==> src/rtl/lab_nios_system_de2_pio_keys_debounced.sv <==
// Avalon-MM input PIO for DE2 keys/switches: two-flop synchroniser, per-bit
// debounce lanes, press edge-capture (W1C) and a maskable level interrupt.

module lab_nios_system_de2_pio_keys_debounced_lane #(
  parameter int DEBOUNCE_CYCLES = 500000,
  parameter bit IDLE_LEVEL      = 1'b1
) (
  input  logic clk,
  input  logic reset_n,
  input  logic sync_i,
  output logic stable_o,
  output logic press_o
);
  localparam int               CNT_W   = $clog2(DEBOUNCE_CYCLES);
  localparam logic [CNT_W-1:0] CNT_MAX = CNT_W'(DEBOUNCE_CYCLES - 1);

  logic [CNT_W-1:0] cnt_q, cnt_d;
  logic             stable_q, stable_d;

  always_comb begin
    cnt_d    = cnt_q;
    stable_d = stable_q;
    press_o  = 1'b0;
    if (sync_i == stable_q) begin
      cnt_d = '0;
    end else if (cnt_q == CNT_MAX) begin
      // disagreement held long enough: accept it, flag only presses
      stable_d = sync_i;
      cnt_d    = '0;
      press_o  = (sync_i != IDLE_LEVEL);
    end else begin
      cnt_d = cnt_q + CNT_W'(1);
    end
  end

  always_ff @(posedge clk or negedge reset_n) begin
    if (!reset_n) begin
      cnt_q    <= '0;
      stable_q <= IDLE_LEVEL;
    end else begin
      cnt_q    <= cnt_d;
      stable_q <= stable_d;
    end
  end

  assign stable_o = stable_q;
endmodule

module lab_nios_system_de2_pio_keys_debounced #(
  parameter int WIDTH           = 4,
  parameter int DEBOUNCE_CYCLES = 500000,
  parameter bit IDLE_LEVEL      = 1'b1
) (
  input  logic             clk,
  input  logic             reset_n,
  input  logic [1:0]       address,
  input  logic             chipselect,
  input  logic             write_n,
  input  logic [31:0]      writedata,
  input  logic [WIDTH-1:0] in_port,
  output logic [31:0]      readdata,
  output logic             irq
);
  localparam logic [1:0] A_DATA = 2'd0;
  localparam logic [1:0] A_MASK = 2'd1;
  localparam logic [1:0] A_RAW  = 2'd2;
  localparam logic [1:0] A_EDGE = 2'd3;

  typedef struct packed {
    logic [1:0]       addr;
    logic             wr;
    logic [WIDTH-1:0] wdata;
  } av_req_t;

  av_req_t          req;
  logic [WIDTH-1:0] sync1_q, sync1_d;
  logic [WIDTH-1:0] sync2_q, sync2_d;
  logic [WIDTH-1:0] mask_q,  mask_d;
  logic [WIDTH-1:0] cap_q,   cap_d;
  logic [WIDTH-1:0] stable_w;
  logic [WIDTH-1:0] press_w;
  logic             unused_wdata;

  assign req.addr     = address;
  assign req.wr       = chipselect & ~write_n;
  assign req.wdata    = writedata[WIDTH-1:0];
  assign unused_wdata = ^writedata;

  for (genvar i = 0; i < WIDTH; i++) begin : g_lane
    lab_nios_system_de2_pio_keys_debounced_lane #(
      .DEBOUNCE_CYCLES (DEBOUNCE_CYCLES),
      .IDLE_LEVEL      (IDLE_LEVEL)
    ) u_lane (
      .clk      (clk),
      .reset_n  (reset_n),
      .sync_i   (sync2_q[i]),
      .stable_o (stable_w[i]),
      .press_o  (press_w[i])
    );
  end

  always_comb begin
    sync1_d = in_port;
    sync2_d = sync1_q;
    mask_d  = mask_q;
    cap_d   = cap_q | press_w;
    if (req.wr && req.addr == A_MASK) mask_d = req.wdata;
    // a press landing on the same edge as its clear must survive
    if (req.wr && req.addr == A_EDGE) cap_d = (cap_q & ~req.wdata) | press_w;
  end

  always_ff @(posedge clk or negedge reset_n) begin
    if (!reset_n) begin
      sync1_q <= {WIDTH{IDLE_LEVEL}};
      sync2_q <= {WIDTH{IDLE_LEVEL}};
      mask_q  <= '0;
      cap_q   <= '0;
    end else begin
      sync1_q <= sync1_d;
      sync2_q <= sync2_d;
      mask_q  <= mask_d;
      cap_q   <= cap_d;
    end
  end

  always_comb begin
    readdata = '0;
    case (req.addr)
      A_DATA:  readdata[WIDTH-1:0] = stable_w;
      A_MASK:  readdata[WIDTH-1:0] = mask_q;
      A_RAW:   readdata[WIDTH-1:0] = sync2_q;
      default: readdata[WIDTH-1:0] = cap_q;
    endcase
  end

  assign irq = |(cap_q & mask_q);
endmodule

==> config.mk <==
export PLATFORM = sky130hd
export DESIGN_NAME = lab_nios_system_de2_pio_keys_debounced
export DESIGN_NICKNAME = d
export VERILOG_FILES = /design/src/rtl/lab_nios_system_de2_pio_keys_debounced.sv
export SDC_FILE = /design/constraint.sdc
export NUM_CORES = 1
export LEC_CHECK = 0
export BUFFER_PORTS_ARGS = -buffer_cell sky130_fd_sc_hd__buf_2
export CORE_MARGIN = 1
export CORE_UTILIZATION = 45
export DETAILED_ROUTE_END_ITERATION = 10
export PLACE_DENSITY = 0.66
export REMOVE_ABC_BUFFERS = 1
export SYNTH_ARGS = -nofsm -noshare
export SYNTH_HDL_FRONTEND = slang
export SYNTH_HIERARCHICAL = 1
export SYNTH_SLANG_ARGS = --single-unit
==> constraint.sdc <==
create_clock -name clk -period 2.1 [get_ports clk]
set_input_delay 0.105 -clock clk [delete_from_list [all_inputs] [get_ports clk]]
set_output_delay 0.105 -clock clk [all_outputs]
set_load 0.01 [all_outputs]
==> results of run 1 <==
[power by group]
| group | switching, W | internal, W | leakage (nW) |
|---|---|---|---|
| combinational | 0.000159 | 0.000127 | 0.834 |
| clock | 0.000603 | 0.000613 | 0.0997 |
| sequential | 0.0000562 | 0.00191 | 1.28 |
| total | 0.000818 | 0.00265 | 2.21 |
[placed cells by master, fill, tap and decap left out, drive strengths merged, types with 12 or more instances in the layout]
master / count
xnor2: 48
nand4: 40
nand2: 29
nor4: 12
nor2: 76
nand3: 24
dfrtp: 84
xor2: 16
nor3: 24
buf: 39
dfstp: 12
inv: 16
conb: 28
clkbuf: 13
[registers in the layout, summed over array words and instances, names as in the netlist]
signal and count:
cap_q 4, g_lane.u_lane/cnt_q 76, g_lane.u_lane/stable_o 4, mask_q 4
sync1_q 4, sync2_q 4
[metrics by stage]
stage / utilization [%] / hold slack (ps) / cells / setup slack [ps]
global route: 51.6 / 213 / 688 / 30.5
global placement: 48.9 / 17.8 / 663 / 247
finish: 51.6 / 182 / 688 / 236
floorplan: - / -191 / 485 / 386
detailed placement: 48.9 / 25.2 / 663 / 139
CTS: 51.5 / 178 / 687 / 107
[cell usage after synthesis]
cell / count / area share (%)
buf_6: 1 / 0.22
a22oi_1: 2 / 0.30
nand2_1: 29 / 2.1
buf_1: 4 / 0.30
a31o_2: 4 / 0.69
nand3_1: 24 / 2.4
a21oi_1: 4 / 0.40
buf_2: 4 / 0.40
o21ai_0: 4 / 0.40
xor2_1: 16 / 2.8
dfrtp_1: 84 / 42
nor3_1: 24 / 2.4
and4_1: 4 / 0.69
a31oi_1: 4 / 0.49
and2_1: 4 / 0.49
mux2_2: 4 / 0.89
clkbuf_2: 4 / 0.40
or3_1: 4 / 0.49
ha_1: 4 / 0.99
or4_4: 4 / 0.89
conb_1: 1 / 0.074
nor2_1: 76 / 5.6
a21oi_2: 4 / 0.69
inv_1: 16 / 1.2
nor4_1: 12 / 1.5
and4b_1: 1 / 0.20
buf_4: 28 / 4.2
xnor2_1: 48 / 8.3
dfstp_2: 12 / 6.2
nor4b_1: 8 / 1.4
and4bb_4: 1 / 0.32
nand4_2: 4 / 0.99
and3_1: 4 / 0.49
o31ai_4: 4 / 1.7
mux4_2: 4 / 1.8
nand4_1: 36 / 4.4
nor3b_1: 4 / 0.59
mux2_4: 4 / 1.2
[worst paths after layout]
| kind | from | end | slack, ps | cells past startpoint |
|---|---|---|---|---|
| hold / removal | reset_n | g_lane[2].u_lane/cnt_q[18]$_DFF_PN0_ | 180 | 2 |
| max in group asynchronous | reset_n | g_lane[0].u_lane/cnt_q[11]$_DFF_PN0_ | 1280 | 3 |
| setup / recovery | g_lane[2].u_lane/cnt_q[0]$_DFF_PN0_ | cap_q[2]$_DFF_PN0_ | 240 | 7 |
| setup reg to reg | g_lane[2].u_lane/cnt_q[0]$_DFF_PN0_ | cap_q[2]$_DFF_PN0_ | 240 | 7 |
| hold reg to reg | sync1_q[3]$_DFF_PN1_ | sync2_q[3]$_DFF_PN1_ | 350 | 0 |
| min in group clk | chipselect | cap_q[0]$_DFF_PN0_ | 280 | 3 |
[layout make-up]
type | instances | area share (%)
inverter | 16 | 1.07
tap | 140 | 3.12
clock buffer | 13 | 2.83
sequential | 96 | 43.0
multi-input combinational | 373 | 43.0
clock inverter | 2 | 0.690
timing repair buffer | 48 | 6.28
[per-layer routing]
layer,global-route usage [%],vias up,wire (µm)
met5,0,-,0
met4,7.73,0,144
met3,2.17,10,224
met2,26.5,62,4220
met1,24.3,1774,4570
li1,-,1780,-
[kinds of logic (layout without fill, tap and decap cells)]
logic type,after synthesis,count (layout)
and+or+nand+nor,239,239
xor gates and xnor gates,64,64
adders and majority gates,4,4
DFF,96,96
AOI/OAI and AO/OA,26,26
buffers and inverters,57,79
other,1,28
muxes,12,12
[what timing repair did]
action / CTS / global route
hold buffers: 9 / 0
buffers inserted: 0 / 1
gates resized for setup: 0 / 1
hold endpoints to repair: 75 / 0
endpoints found under the setup margin: 0 / 1
==> out/metrics.yaml, run 1 <==
layout:
  ff_latch_area_mm2: 0.00242
  n_antenna_cell: 0
  area_growth_pct: 11.0
  multi_input_area_mm2: 0.00242
  design_area_mm2: 0.00562
  post_route_cells_drive_above_1_share_pct: 17.9
  fill_cells: 969
  nets: 590
power:
  power_w: 0.00347
  powerDensity_mw_per_mm2: 617
  irDropWorstVdd_mv: 0.393
  power.leakage_nw: 2.21
worst_setup_path:
  critPathTopFamily: "simple AND/OR/NAND/NOR gates"
  cpMostUsedCell: "nand4_1"
  required_ps: 2380
  arrival_ps: 2140
  crit_path_max_incr_delay_ps: 430
  cp_cell_sequence: "ha_1 > nand4_1 > nor3_1 > nand4_1 > nor3b_1 > inv_1 > a31oi_1"
  cp-start-kind: "flip-flop"
  endpoint_kind: "flip-flop"
  critPathSlowestCell: "dfrtp_1"
  path_buf_inv: 1
  crit_fanout: 5
  crit_type: "flip-flop to flip-flop"
timing:
  finalMaxSlewViolations: 0
  setup-tns-final_ps: 0
  max_freq_ghz: 0.536
  rsz0062_at_grt: "no"
  finClkSkew_ps: 9.96
  finalSetupViolCount: 0
  finalCriticalPeriod_ps: 1860
  period_share_pct: 88.8
  hold_viol: 0
drt:
  via_per_inst: 5.27
  drt_iter0_drc: 95
  wire_per_inst_um: 13.3
  ant_nets: 0
  vias: 3626
  post-route-drc-count: 0
  dr.pass1.iters: 4
  wl_um: 9160
placement:
  dpl.hpwl_um: 6700
  gp_congestion: 0.821
  numPortBuffers: 18
  postPlaceCellArea_mm2: 0.00532
grt:
  grt_max_degree: 50
  grt_remaining_overflow: 0
  grt_pass1_wl_um: 15800
  antenna_found_initial: 0
  grt_pass1_vias: 3393
  track_usage_pct: 17.2
clock_tree:
  clockRootBuffer: "clkbuf_8"
  htreeDepth: 3
  clock_sinks: 96
  cts_tree: "built"
  clk_latency_ps: 360
  cts_buffer_depth: 2
  clkTransAtPathRegs_ps: 80
  cts_buffers: 9
yosys:
  syn-cell-area_mm2: 0.00506
  synthCells: 499
  yosys.area_share.simple_pct: 25.0
  synth_warnings: 6
  synthAdderAreaFrac_pct: 0.988
  ys_ff_latch: 96
  ys_seq_area_share_pct: 47.7
  synth_xor_xnor_area_share_pct: 11.1
  synth_area_per_cell_um2: 10.2
  synth_top_family_by_area: "simple AND/OR/NAND/NOR gates"
  synth_compound_area_share_pct: 4.64
  synth_mux_area_share_pct: 3.85
  synthDistinctLibCells: 38
floorplan:
  die_h_um: 108
  core_area_mm2: 0.0109
  rows: 38
  dieWidth_um: 108
  start_util_pct: 46.5
  die-area_mm2: 0.0117
  num_io_pins: 75
outcome:
  status: "finished, final reports clean"
job:
  max-cap-violations: 0
worst_hold_path:
  hold_path_class: "input port to async pin"
(Power assumes the default switching activity.)
==> run 2: changes to the inputs <==
--- a/config.mk
+++ b/config.mk
@@ -6,10 +6,12 @@
 export NUM_CORES = 1
 export LEC_CHECK = 0
 export BUFFER_PORTS_ARGS = -buffer_cell sky130_fd_sc_hd__buf_2
+export CELL_PAD_IN_SITES_DETAIL_PLACEMENT = 0
+export CELL_PAD_IN_SITES_GLOBAL_PLACEMENT = 1
 export CORE_MARGIN = 1
 export CORE_UTILIZATION = 45
 export DETAILED_ROUTE_END_ITERATION = 10
-export PLACE_DENSITY = 0.66
+export PLACE_DENSITY = 0.82
 export REMOVE_ABC_BUFFERS = 1
 export SYNTH_ARGS = -nofsm -noshare
 export SYNTH_HDL_FRONTEND = slang
==> run 2 against run 1 <==
- clock skew shrank 2.4 ps
- cell count grew 0.15%
- sequential share of layout area shrank 0.096 points
- core utilization grew 0.11 points
- critical path depth is the same
- worst hold slack gained 55 ps
==> out/metrics.yaml, run 2 (synthesis results as in run 1) <==
outcome:
  status: "finished, final reports clean"
power:
  p_int_w: 0.00270
  p_clk_share_pct: 36.5
  irDropWorstVdd_mv: 0.399
  powerDensity_mw_per_mm2: 629
  power_w: 0.00354
  switching_share_pct: 23.7
  power.leakage_nw: 2.21
  combPwrFrac_pct: 7.9
  p_sw_w: 0.000841
  seqPwrFrac_pct: 55.6
layout:
  regMostFlops: "g_lane.u_lane/cnt_q"
  final_cell_mix: "84 x dfrtp_1, 76 x nor2_1, 48 x xnor2_1"
  multi_input_area_mm2: 0.00242
  largest_reg_flops: 76
  layout_commonest_cell: "dfrtp_1"
  area_growth_pct: 11.2
  layoutNonFillerInstCount: 689
  fill_cells: 992
  nets: 590
  ff_latch_area_mm2: 0.00242
  post_route_cells_drive_above_1_share_pct: 18.0
  n_antenna_cell: 0
timing:
  hold_viol: 0
  period_share_pct: 88.9
  finalCriticalPeriod_ps: 1870
  tightest_slew_ps: 507
  finClkSkew_ps: 7.53
  finalSetupViolCount: 0
  hold-worst-slack_ps: 238
  slew_headroom_pct: 66.2
  max_freq_ghz: 0.536
  setup-tns-final_ps: 0
  finalMaxSlewViolations: 0
  rsz0062_at_grt: "no"
drt:
  wire_per_inst_um: 13.9
  post-route-drc-count: 0
  via_per_inst: 5.34
  ant_nets: 0
  wl_um: 9570
  dr.pass1.iters: 4
  drt_iter0_drc: 155
  vias: 3679
floorplan:
  core_area_mm2: 0.0109
  dieWidth_um: 108
  rows: 38
  num_io_pins: 75
  start_util_pct: 46.5
  die-area_mm2: 0.0117
  die_h_um: 108
grt:
  grt_remaining_overflow: 0
  grt_pass1_wl_um: 16400
  grt_pass1_vias: 3599
  grt_max_degree: 97
  track_usage_pct: 17.9
  antenna_found_initial: 0
placement:
  gp_congestion: 0.805
  numPortBuffers: 18
  dpl.hpwl_um: 6550
  placedCellCount: 662
worst_setup_path:
  critPathTopFamily: "simple AND/OR/NAND/NOR gates"
  cp-start-kind: "flip-flop"
  cp_cell_sequence: "ha_1 > nand4_1 > buf_4 > nor4_1 > buf_4 > nand4_1 > a21oi_1"
  crit_fanout: 4
  critPathSlowestCell: "dfrtp_1"
  crit_path_max_incr_delay_ps: 410
  endpoint_kind: "flip-flop"
  path_buf_inv: 2
  crit_type: "flip-flop to flip-flop"
  required_ps: 2400
  arrival_ps: 2160
job:
  max-cap-violations: 0
clock_tree:
  clk_latency_ps: 370
  htreeDepth: 3
  clock_sinks: 96
  clkTransAtPathRegs_ps: 90
  cts_buffers: 9
  cts_tree: "built"
  cts_buffer_depth: 2
  clockRootBuffer: "clkbuf_8"
worst_hold_path:
  hold_path_class: "input port to flip-flop"
## run 2: cell type report
type	instances	area share, %
Tap cell	140	3.11
Multi-Input combinational cell	373	43.0
Inverter	16	1.07
Sequential cell	96	42.9
Timing Repair Buffer	48	6.26
Clock inverter	4	1.24
Clock buffer	12	2.40
## run 2: metrics by stage
step / area [µm²] / setup slack [ps] / utilization [%]
floorplan: 4890 / 386 / -
global placement: 5310 / 212 / 48.8
detailed placement: 5310 / 146 / 48.8
CTS: 5610 / 54.7 / 51.5
global route: 5630 / 19.8 / 51.7
finish: 5630 / 233 / 51.7
## run 2: worst reg2reg max path, delay by kind of cell, from the launching register on
kind	cells	cell delay, ps
compound gates	1	150
simple gates	3	610
fa+ha+maj	1	250
flops	1	410
buf+inv	2	390
## run 2: power by group through the flow
stage	Combinational [W]	Clock (W)	Sequential [W]
6_report	0.000282	0.00129	0.00197
3_3_place_gp	0.000267	0	0.00200
3_5_place_dp	0.000271	0	0.00201
2_1_floorplan	0.000152	0	0.00199
5_1_grt	0.000316	0.00140	0.00198
4_1_cts	0.000286	0.00133	0.00197
## run 2: repair_timing
item                       4_1_cts  5_1_grt
hold endpoints to repair        94        0
hold buffers                     9        0
setup endpoints to repair        0        3
buffers inserted                 0        2
resized for setup                0        2
## run 2: final timing paths
path | slack, ps | from | cells after the start | to
max | 230 | g_lane[1].u_lane/cnt_q[1]$_DFF_PN0_ | 7 | g_lane[1].u_lane/cnt_q[18]$_DFF_PN0_
min | 240 | chipselect | 3 | cap_q[3]$_DFF_PN0_
max reg2reg | 230 | g_lane[1].u_lane/cnt_q[1]$_DFF_PN0_ | 7 | g_lane[1].u_lane/cnt_q[18]$_DFF_PN0_
min reg2reg | 360 | sync1_q[0]$_DFF_PN1_ | 0 | sync2_q[0]$_DFF_PN1_
max in group asynchronous | 1380 | reset_n | 3 | sync1_q[2]$_DFF_PN1_
min in group asynchronous | 310 | reset_n | 3 | g_lane[2].u_lane/cnt_q[7]$_DFF_PN0_
## run 2: routing by layer
metal	share of wire (%)	wire (µm)	track usage [%]
met4	1.9	180	7.83
met1	49	4690	24.1
met5	0	0	0
met2	46	4440	28.5
met3	2.8	265	2.77
==> run 3: changes to the inputs <==
--- a/config.mk
+++ b/config.mk
@@ -11,6 +11,8 @@
 export CORE_MARGIN = 1
 export CORE_UTILIZATION = 45
 export DETAILED_ROUTE_END_ITERATION = 10
+export GPL_ROUTABILITY_DRIVEN = 0
+export GPL_TIMING_DRIVEN = 0
 export PLACE_DENSITY = 0.82
 export REMOVE_ABC_BUFFERS = 1
 export SYNTH_ARGS = -nofsm -noshare
==> run 3 against run 2 <==
- die area is the same
- highest routed layer unchanged
- critical endpoint is now cap_q[3]$_DFF_PN0_
- worst setup slack better by 2.1 ps
- critical path depth unchanged
- cell count decreased by 0.87%
==> out/metrics.yaml, run 3 (synthesis results as in run 1) <==
outcome:
  status: "finished, final reports clean"
drt:
  wl_met3_um: 376
  wl_met2_um: 4570
  wire_per_inst_um: 14.1
  dr.pass1.iters: 4
  drt_iter0_drc: 147
  top_layer: "met4"
  wl_met1_um: 4590
  ant_nets: 0
  via_per_inst: 5.37
  post-route-drc-count: 0
  wl_um: 9660
  vias: 3666
timing:
  tightest_slew_ps: 563
  hold_viol: 0
  period_share_pct: 88.8
  finalMaxSlewViolations: 0
  setup_ws_ps: 236
  setup-tns-final_ps: 0
  max_freq_ghz: 0.536
  finalCriticalPeriod_ps: 1860
  rsz0062_at_grt: "no"
  slew_headroom_pct: 62.1
  finClkSkew_ps: 9.57
  finalSetupViolCount: 0
floorplan:
  dieWidth_um: 108
  die-area_mm2: 0.0117
  start_util_pct: 46.5
  num_io_pins: 75
  die_h_um: 108
  core_area_mm2: 0.0109
  rows: 38
layout:
  final_cell_mix: "84 x dfrtp_1, 76 x nor2_1, 48 x xnor2_1"
  nets: 584
  layout_commonest_cell: "dfrtp_1"
  utilization_pct: 51.6
  area_growth_pct: 11.0
  regMostFlops: "g_lane.u_lane/cnt_q"
  n_antenna_cell: 0
  design_area_mm2: 0.00562
  largest_reg_flops: 76
  post_route_cells_drive_above_1_share_pct: 18.2
worst_setup_path:
  arrival_ps: 2150
  r2r_cells: 7
  required_ps: 2390
  rrSetupSlack_ps: 240
  rr_endpoint: "cap_q[3]$_DFF_PN0_"
  endpoint_kind: "flip-flop"
  crit_type: "flip-flop to flip-flop"
  cp-start-kind: "flip-flop"
  endpoint: "cap_q[3]$_DFF_PN0_"
  crit_fanout: 5
  startpoint: "g_lane[3].u_lane/cnt_q[0]$_DFF_PN0_"
  rr_startpoint: "g_lane[3].u_lane/cnt_q[0]$_DFF_PN0_"
clock_tree:
  clk_latency_ps: 370
  clkTransAtPathRegs_ps: 100
  cts_buffers: 9
  htreeDepth: 3
  cts_tree: "built"
  clock_sinks: 96
  clockRootBuffer: "clkbuf_8"
  cts_buffer_depth: 2
power:
  irDropWorstVdd_mv: 0.346
  powerDensity_mw_per_mm2: 619
  power.leakage_nw: 2.18
grt:
  grt_max_degree: 75
  grt_pass1_wl_um: 16600
  track_usage_pct: 18.0
  antenna_found_initial: 0
  grt_remaining_overflow: 0
  grt_pass1_vias: 3565
placement:
  postPlaceCellArea_mm2: 0.00518
  dpl.hpwl_um: 6420
  dpl_worst_slack_ps: 40.7
  numPortBuffers: 18
job:
  max-cap-violations: 0
worst_hold_path:
  hold_path_class: "input port to async pin"
## run 3: cell count changes in the layout (fill, tap and decap cells not counted), moves of 2 or more
cell	before	now
clkinv_4	0	2
clkbuf_1	3	1
nor4_2	0	3
nor4_1	12	9
buf_4	21	14
## run 3: area by class of cell
| cell class | instances | area [µm²] |
|---|---|---|
| well taps | 140 | 175 |
| repair buffers | 42 | 328 |
| fillers | 975 | 5270 |
| flip-flops and latches | 96 | 2420 |
| multi-input cells | 373 | 2450 |
| clock inverters | 6 | 68.8 |
| inverters | 16 | 60.1 |
| clock buffers | 10 | 128 |
## run 3: worst min-delay path by stage
stage | start | endpoint | slack [ps]
floorplan | reset_n | cap_q[0]$_DFF_PN0_ | -190
global placement | in_port[2] | sync1_q[2]$_DFF_PN1_ | 210
finish | reset_n | g_lane[2].u_lane/cnt_q[8]$_DFF_PN0_ | 180
CTS | reset_n | g_lane[2].u_lane/cnt_q[8]$_DFF_PN0_ | 160
detailed placement | reset_n | g_lane[2].u_lane/cnt_q[8]$_DFF_PN0_ | 30
global route | reset_n | g_lane[2].u_lane/cnt_q[9]$_DFF_PN0_ | 200
## run 3: power by group
part	switching [W]	total (W)	internal, W
logic	0.000157	0.000283	0.000126
clock network	0.000664	0.00122	0.000558
registers	0.0000617	0.00197	0.00191
total	0.000883	0.00348	0.00260
## run 3: what timing repair did
action,CTS,global route
hold buffers,9,0
setup buffers,0,14
gates resized for setup,0,6
endpoints found under the hold margin,34,0
endpoints found under the setup margin,0,71
## run 3: routing by layer
| metal | track usage, % | vias to the layer above |
|---|---|---|
| met2 | 28.3 | 83 |
| met5 | 0 | - |
| met4 | 6.56 | 0 |
| met1 | 24.8 | 1794 |
| li1 | - | 1779 |
| met3 | 3.44 | 10 |
## run 3: critical path: stages, from the launching register on
cell,delay [ps]
dfrtp_1,430
ha_1,250
nand4_1,180
nor3_1,220
nand4_1,220
nor3b_2,270
inv_1,60
a31oi_1,160
## run 3: stage by stage
step           hold slack (ps)  cells  power (W)
5_1_grt                    197    683    0.00363
6_report                   177    683    0.00348
2_1_floorplan             -191    485    0.00214
3_5_place_dp              28.7    644    0.00227
3_3_place_gp               210    643    0.00225
4_1_cts                    164    669    0.00352
